## src/rtl/rv32i_register_file_pkg.sv

```systemverilog
// Shared core constants for the RV32I integer register file.
// Holds the default data/address widths and the hardwired-zero register index.
package rv32i_register_file_pkg;

  localparam int XLEN  = 32;
  localparam int XADDR = 5;
  localparam int X0    = 0;

  function automatic logic is_x0(input logic [XADDR-1:0] addr);
    return addr == XADDR'(X0);
  endfunction

endpackage

```

## src/rtl/rv32i_register_file_if.sv

```systemverilog
// Register-file access bundle.
// Decode/writeback drive it as master; the register file is the slave.
interface rv32i_register_file_if #(
  parameter int XLEN  = rv32i_register_file_pkg::XLEN,
  parameter int XADDR = rv32i_register_file_pkg::XADDR
);

  logic [XADDR-1:0] i_rs1_addr;
  logic [XADDR-1:0] i_rs2_addr;
  logic [XADDR-1:0] i_rd_addr;
  logic [XLEN-1:0]  i_rd_data;
  logic [XLEN-1:0]  or_rs1_data;
  logic [XLEN-1:0]  or_rs2_data;

  modport master (
    output i_rs1_addr, i_rs2_addr, i_rd_addr, i_rd_data,
    input  or_rs1_data, or_rs2_data
  );

  modport slave (
    input  i_rs1_addr, i_rs2_addr, i_rd_addr, i_rd_data,
    output or_rs1_data, or_rs2_data
  );

endinterface

```

## src/rtl/rv32i_register_file_read_port.sv

```systemverilog
// One registered read port: x0 forcing, same-cycle write bypass, array mux.
// Instantiated once per source operand.
module rf_read_port
  import rv32i_register_file_pkg::*;
#(
  parameter int XLEN  = rv32i_register_file_pkg::XLEN,
  parameter int XADDR = rv32i_register_file_pkg::XADDR,
  parameter int NREG  = 1 << XADDR
) (
  input  logic                      i_clk,
  input  logic                      i_rst,
  input  logic [XADDR-1:0]          i_rs_addr,
  input  logic [XADDR-1:0]          i_rd_addr,
  input  logic [XLEN-1:0]           i_rd_data,
  input  logic [NREG-1:0][XLEN-1:0] i_regs,
  output logic [XLEN-1:0]           or_rs_data
);

  logic [XLEN-1:0] data_d;
  logic [XLEN-1:0] data_q;

  // The bypass returns the value being written this edge, so decode never stalls on writeback.
  always_comb begin
    data_d = {XLEN{1'b0}};
    if (i_rs_addr == XADDR'(X0)) begin
      data_d = {XLEN{1'b0}};
    end else if (i_rs_addr == i_rd_addr) begin
      data_d = i_rd_data;
    end else begin
      data_d = i_regs[i_rs_addr];
    end
  end

  always_ff @(posedge i_clk or posedge i_rst) begin
    if (i_rst) begin
      data_q <= {XLEN{1'b0}};
    end else begin
      data_q <= data_d;
    end
  end

  assign or_rs_data = data_q;

endmodule

```

## src/rtl/rv32i_register_file.sv

```systemverilog
// RV32I integer register file: 2**XADDR flop-based entries, x0 hardwired to zero,
// two registered read ports with write bypass and one write port.
module rv32i_register_file
  import rv32i_register_file_pkg::*;
#(
  parameter int XLEN  = rv32i_register_file_pkg::XLEN,
  parameter int XADDR = rv32i_register_file_pkg::XADDR
) (
  input  logic                  i_clk,
  input  logic                  i_rst,
  rv32i_register_file_if.slave  rf
);

  localparam int NREG = 1 << XADDR;

  logic [NREG-1:0][XLEN-1:0] regs_d;
  logic [NREG-1:0][XLEN-1:0] regs_q;

  // Flops rather than RAM so every entry clears on asynchronous reset; entry 0 stays zero.
  always_comb begin
    regs_d = regs_q;
    if (rf.i_rd_addr != XADDR'(X0)) begin
      regs_d[rf.i_rd_addr] = rf.i_rd_data;
    end else begin
      regs_d = regs_q;
    end
    regs_d[X0] = {XLEN{1'b0}};
  end

  always_ff @(posedge i_clk or posedge i_rst) begin
    if (i_rst) begin
      regs_q <= '0;
    end else begin
      regs_q <= regs_d;
    end
  end

  rf_read_port #(.XLEN(XLEN), .XADDR(XADDR), .NREG(NREG)) u_rs1 (
    .i_clk      (i_clk),
    .i_rst      (i_rst),
    .i_rs_addr  (rf.i_rs1_addr),
    .i_rd_addr  (rf.i_rd_addr),
    .i_rd_data  (rf.i_rd_data),
    .i_regs     (regs_q),
    .or_rs_data (rf.or_rs1_data)
  );

  rf_read_port #(.XLEN(XLEN), .XADDR(XADDR), .NREG(NREG)) u_rs2 (
    .i_clk      (i_clk),
    .i_rst      (i_rst),
    .i_rs_addr  (rf.i_rs2_addr),
    .i_rd_addr  (rf.i_rd_addr),
    .i_rd_data  (rf.i_rd_data),
    .i_regs     (regs_q),
    .or_rs_data (rf.or_rs2_data)
  );

endmodule

```

## src/flat_wrapper.sv

```systemverilog
// flat-port wrapper written by rule: the top's interface ports become plain ports
module rv32i_register_file_flat import rv32i_register_file_pkg::*;
#(
  parameter int XLEN  = rv32i_register_file_pkg::XLEN,
  parameter int XADDR = rv32i_register_file_pkg::XADDR
)
  (i_clk, i_rst, rf_i_rs1_addr, rf_i_rs2_addr, rf_i_rd_addr, rf_i_rd_data, rf_or_rs1_data, rf_or_rs2_data);
  rv32i_register_file_if #(.XLEN(XLEN), .XADDR(XADDR)) rf_i ();
  input  logic i_clk;
  input  logic i_rst;
  input wire logic [$bits(rf_i.i_rs1_addr)-1:0] rf_i_rs1_addr;
  input wire logic [$bits(rf_i.i_rs2_addr)-1:0] rf_i_rs2_addr;
  input wire logic [$bits(rf_i.i_rd_addr)-1:0] rf_i_rd_addr;
  input wire logic [$bits(rf_i.i_rd_data)-1:0] rf_i_rd_data;
  output wire logic [$bits(rf_i.or_rs1_data)-1:0] rf_or_rs1_data;
  output wire logic [$bits(rf_i.or_rs2_data)-1:0] rf_or_rs2_data;
  assign rf_i.i_rs1_addr = rf_i_rs1_addr;
  assign rf_i.i_rs2_addr = rf_i_rs2_addr;
  assign rf_i.i_rd_addr = rf_i_rd_addr;
  assign rf_i.i_rd_data = rf_i_rd_data;
  assign rf_or_rs1_data = rf_i.or_rs1_data;
  assign rf_or_rs2_data = rf_i.or_rs2_data;
  rv32i_register_file #(.XLEN(XLEN), .XADDR(XADDR)) u_core (.i_clk(i_clk), .i_rst(i_rst), .rf(rf_i));
endmodule
```

## config.mk

```make
export PLATFORM = sky130hd
export DESIGN_NAME = rv32i_register_file_flat
export DESIGN_NICKNAME = d
export VERILOG_FILES = /design/src/rtl/rv32i_register_file_pkg.sv /design/src/rtl/rv32i_register_file_if.sv /design/src/rtl/rv32i_register_file_read_port.sv /design/src/rtl/rv32i_register_file.sv /design/src/flat_wrapper.sv
export SDC_FILE = /design/constraint.sdc
export NUM_CORES = 2
export LEC_CHECK = 0
export CAP_MARGIN = 20
export CORE_ASPECT_RATIO = 0.6
export CORE_MARGIN = 4
export CORE_UTILIZATION = 55
export DETAILED_ROUTE_END_ITERATION = 10
export PLACE_DENSITY_LB_ADDON = 0.3
export SLEW_MARGIN = 20
export SYNTH_ARGS = -nofsm -noshare
export SYNTH_HDL_FRONTEND = slang
export SYNTH_SLANG_ARGS = --single-unit
```

## constraint.sdc

```tcl
create_clock -name i_clk -period 39.5 [get_ports i_clk]
set_clock_uncertainty 0.05 [all_clocks]
set_input_delay 7.9 -clock i_clk [delete_from_list [all_inputs] [get_ports i_clk]]
set_output_delay 7.9 -clock i_clk [all_outputs]
set_load 0.05 [all_outputs]
```

==> key figures <==
Die
  – Core footprint: between 90000 and 100000 sq um
  – DIE WIDTH: around 420 um
  – Die Footprint: roughly 110000 sq um
  – Row count: between 80 and 90
  – Top Ports: about 110
  – Initial Util: 55.9%
  – DIE HEIGHT: approximately 250 um

Timing
  – Fmax: between 90 and 100 MHz
  – Worst slew margin: 15.2%
  – Final setup viols: 0
  – Fin. max-slew vios: 0
  – Final min period: 10.97 ns
  – RSZ-0062 raised after global routing: false
  – Crit share post-route: between 20 and 30%
  – Worst-margin pin slew: around 1.3 ns
  – Setup_tns: 0 ns
  – Final hold violation count: 0

Drt
  – Detail Route Antenna Nets: 0
  – Drt drc: 0
  – Met2 Wirelength: 76.1 mm
  – Average via count per standard cell: about 7.3
  – Initial DRC count: about 5000
  – Routed length on met1: approximately 76 mm
  – Routed vias: between 30000 and 40000
  – Routed wl met3: 24.3 mm
  – Post-Route WL: about 180 mm
  – Average wire per standard cell: 36.0 um
  – Highest metal used: met5
  – Drt pass-1 iters: 6

Synthesis
  – Number of synthesis warnings: 0
  – Sequential area share after synthesis: 47.8%
  – Post-synth EDFFs: 0
  – Leading area contributor after synthesis: dfrtp_1
  – Syn_nets: slightly below 4000
  – Number of synthesized register bits: between 1000 and 1500
  – Primary FF master, synth: dfrtp_1
  – Synthesized area per cell: between 10 and 15 sq um
  – Synth top area share: 47.8%
  – Most common cell in the synthesized netlist: dfrtp_1
  – Synth unique cells: 45
  – Async SR Flop Fraction: between 90% and 100%
  – Post-Synthesis Cells: between 3000 and 4000
  – Post-synth top cells: dfrtp_1, mux2_2, mux4_2
  – Top post-synthesis cells by area: dfrtp_1, mux2_2, mux4_2, mux2i_1, buf_2
  – Syn Std Cell Area: roughly 55000 sq um

Global routing
  – Vias in the first global route: around 37000
  – Antenna violations before repair: 8
  – Largest net degree at the start of global routing: 158
  – First-pass GRT wire length: 268 mm
  – Gr ovfl total: 0
  – Gr usage total: 35.0%

Clock tree
  – Hold Buf Count CTS: 0
  – CTS tree: built
  – CTS Buf Count: between 90 and 100
  – Postcts setup bufs: 0
  – Clk pin slew, worst setup/hold paths: approximately 0.060 ns
  – Max clock buf depth: 3
  – H-tree levels: 3
  – Root Buffer: clkbuf_16
  – Worst skew pair latency: roughly 0.73 ns
  – CTS sink count: 1056
  – Gates resized, CTS repair: 0

Critical path
  – Worst Setup End Kind: flip-flop
  – Worst setup SP type: primary input
  – Critical path peak fanout: 23
  – Cell Chain, Critical Path: buf_2 -> buf_4 -> buf_4 -> or3_1 -> or3_1 -> nor3b_4 -> buf_4 -> nand2_1 -> o31ai_1
  – Arrival @ worst endpoint: roughly 12 ns
  – Largest stage delay, worst path: 0.72 ns
  – CP required: approximately 40 ns
  – Crit-path leading delay family: simple AND/OR/NAND/NOR gates
  – Setup CP Type: primary input to flip-flop
  – Buf+Inv Stages, Crit Path: 4
  – Crit-path slowest cell: or3_1
  – Most common cell on crit path: buf_4

Layout
  – Layout cells sized above 1: between 40% and 50%
  – Layout Nets: 3748
  – Area growth from synthesis to layout: 9.19%

Power and ir drop
  – Pwr Total: about 3.3 mW
  – Peak VDD IR: ~35 uV
  – Leakage Power: roughly 25 nW
  – PD cells: approximately 54 nW/um^2

Placed design
  – Gp weighted congestion: a little under 0.9
  – IO Port Bufs: 112
  – Post-DP HPWL: about 110 mm

Min path
  – Hold Path Class: flip-flop to flip-flop

Job
  – Max-Cap Viols: 0

Run status
  – Status: finished, final reports clean
flip-flops by register name, summed over array words and instances (netlist names):
| signal | flops |
|---|---|
| u_core.regs_q | 992 |
| u_core.u_rs2.or_rs_data | 32 |
| u_core.u_rs1.or_rs_data | 32 |
cell type report:
cell class | count | area [sq um]
multi-input cells | 2334 | 27200
fillers | 7429 | 38600
diodes | 6 | 15.0
repair buffers | 209 | 1810
clock inverters | 36 | 399
inverters | 2 | 15.0
well taps | 1319 | 1650
flip-flops and latches | 1056 | 26400
clock buffers | 139 | 2840
worst reg2reg max path: stages (launching register included):
cell and delay, ns:
dfrtp_1 0.39, mux4_2 0.53, mux4_2 0.48, nand3b_1 0.17, a22o_1 0.23
cells in the final DEF (no fill, tap or decap), drive strengths merged, types with 29 or more instances in the layout:
cell / n
a22oi: 62
nand3: 29
clkbuf: 139
o22ai: 75
a211oi: 44
buf: 130
a22o: 37
mux2: 1102
mux4: 384
clkdlybuf4s50: 79
dfrtp: 1056
nand2: 96
nor2b: 30
mux2i: 132
a221oi: 62
nor2: 82
cell families (layout without fill, tap and decap cells):
| logic type | Yosys count | in the layout | share of synthesized area (%) |
|---|---|---|---|
| compound gates | 419 | 419 | 5.75 |
| xor+xnor | 10 | 10 | 0.158 |
| buf+inv | 411 | 386 | 3.46 |
| flops | 1056 | 1056 | 47.8 |
| mux | 1618 | 1618 | 40.5 |
| other cells | 0 | 6 | 0 |
| simple gates | 287 | 287 | 2.39 |
routing by layer:
metal	up-vias	global-route usage, %
met4	12	12.4
met2	2463	48.1
met1	19900	51.2
met5	-	0
li1	14500	-
met3	460	13.2
metrics by stage:
stage | instance area (sq um) | hold slack [ns] | instances | worst slack [ns] | utilization, %
finish | 60400 | 0.452 | 5101 | 28.53 | 61.0
global route | 60400 | 0.477 | 5096 | 28.12 | 61.0
CTS | 60400 | 0.456 | 5094 | 28.51 | 61.0
detailed placement | 57200 | 0.442 | 4919 | 27.76 | 57.8
global placement | 57200 | 0.432 | 4918 | 27.77 | 57.8
floorplan | 55300 | 0.420 | 3801 | 1.83 | -
power by group:
| part | switching, mW | internal, mW | total, mW | leakage (nW) |
|---|---|---|---|---|
| Clock | 0.436 | 0.551 | 0.987 | 1.61 |
| Sequential | 0.197 | 1.33 | 1.53 | 12.9 |
| Combinational | 0.336 | 0.440 | 0.776 | 10.5 |
worst paths after layout:
check	from	end	slack [ns]	cells after the start
worst max register to register	u_core.regs_q[1016]	u_core.u_rs1.or_rs_data[24]	37.54	4
max in group asynchronous	i_rst	u_core.regs_q[392]	28.62	5
worst max-delay path	rf_i_rs1_addr[4]	u_core.u_rs1.or_rs_data[14]	28.53	9
worst min register to register	u_core.regs_q[976]	u_core.regs_q[976]	0.45	1
min in group asynchronous	i_rst	u_core.regs_q[921]	7.66	2
worst min-delay path	u_core.regs_q[976]	u_core.regs_q[976]	0.45	1
(Power assumes the default switching activity.)
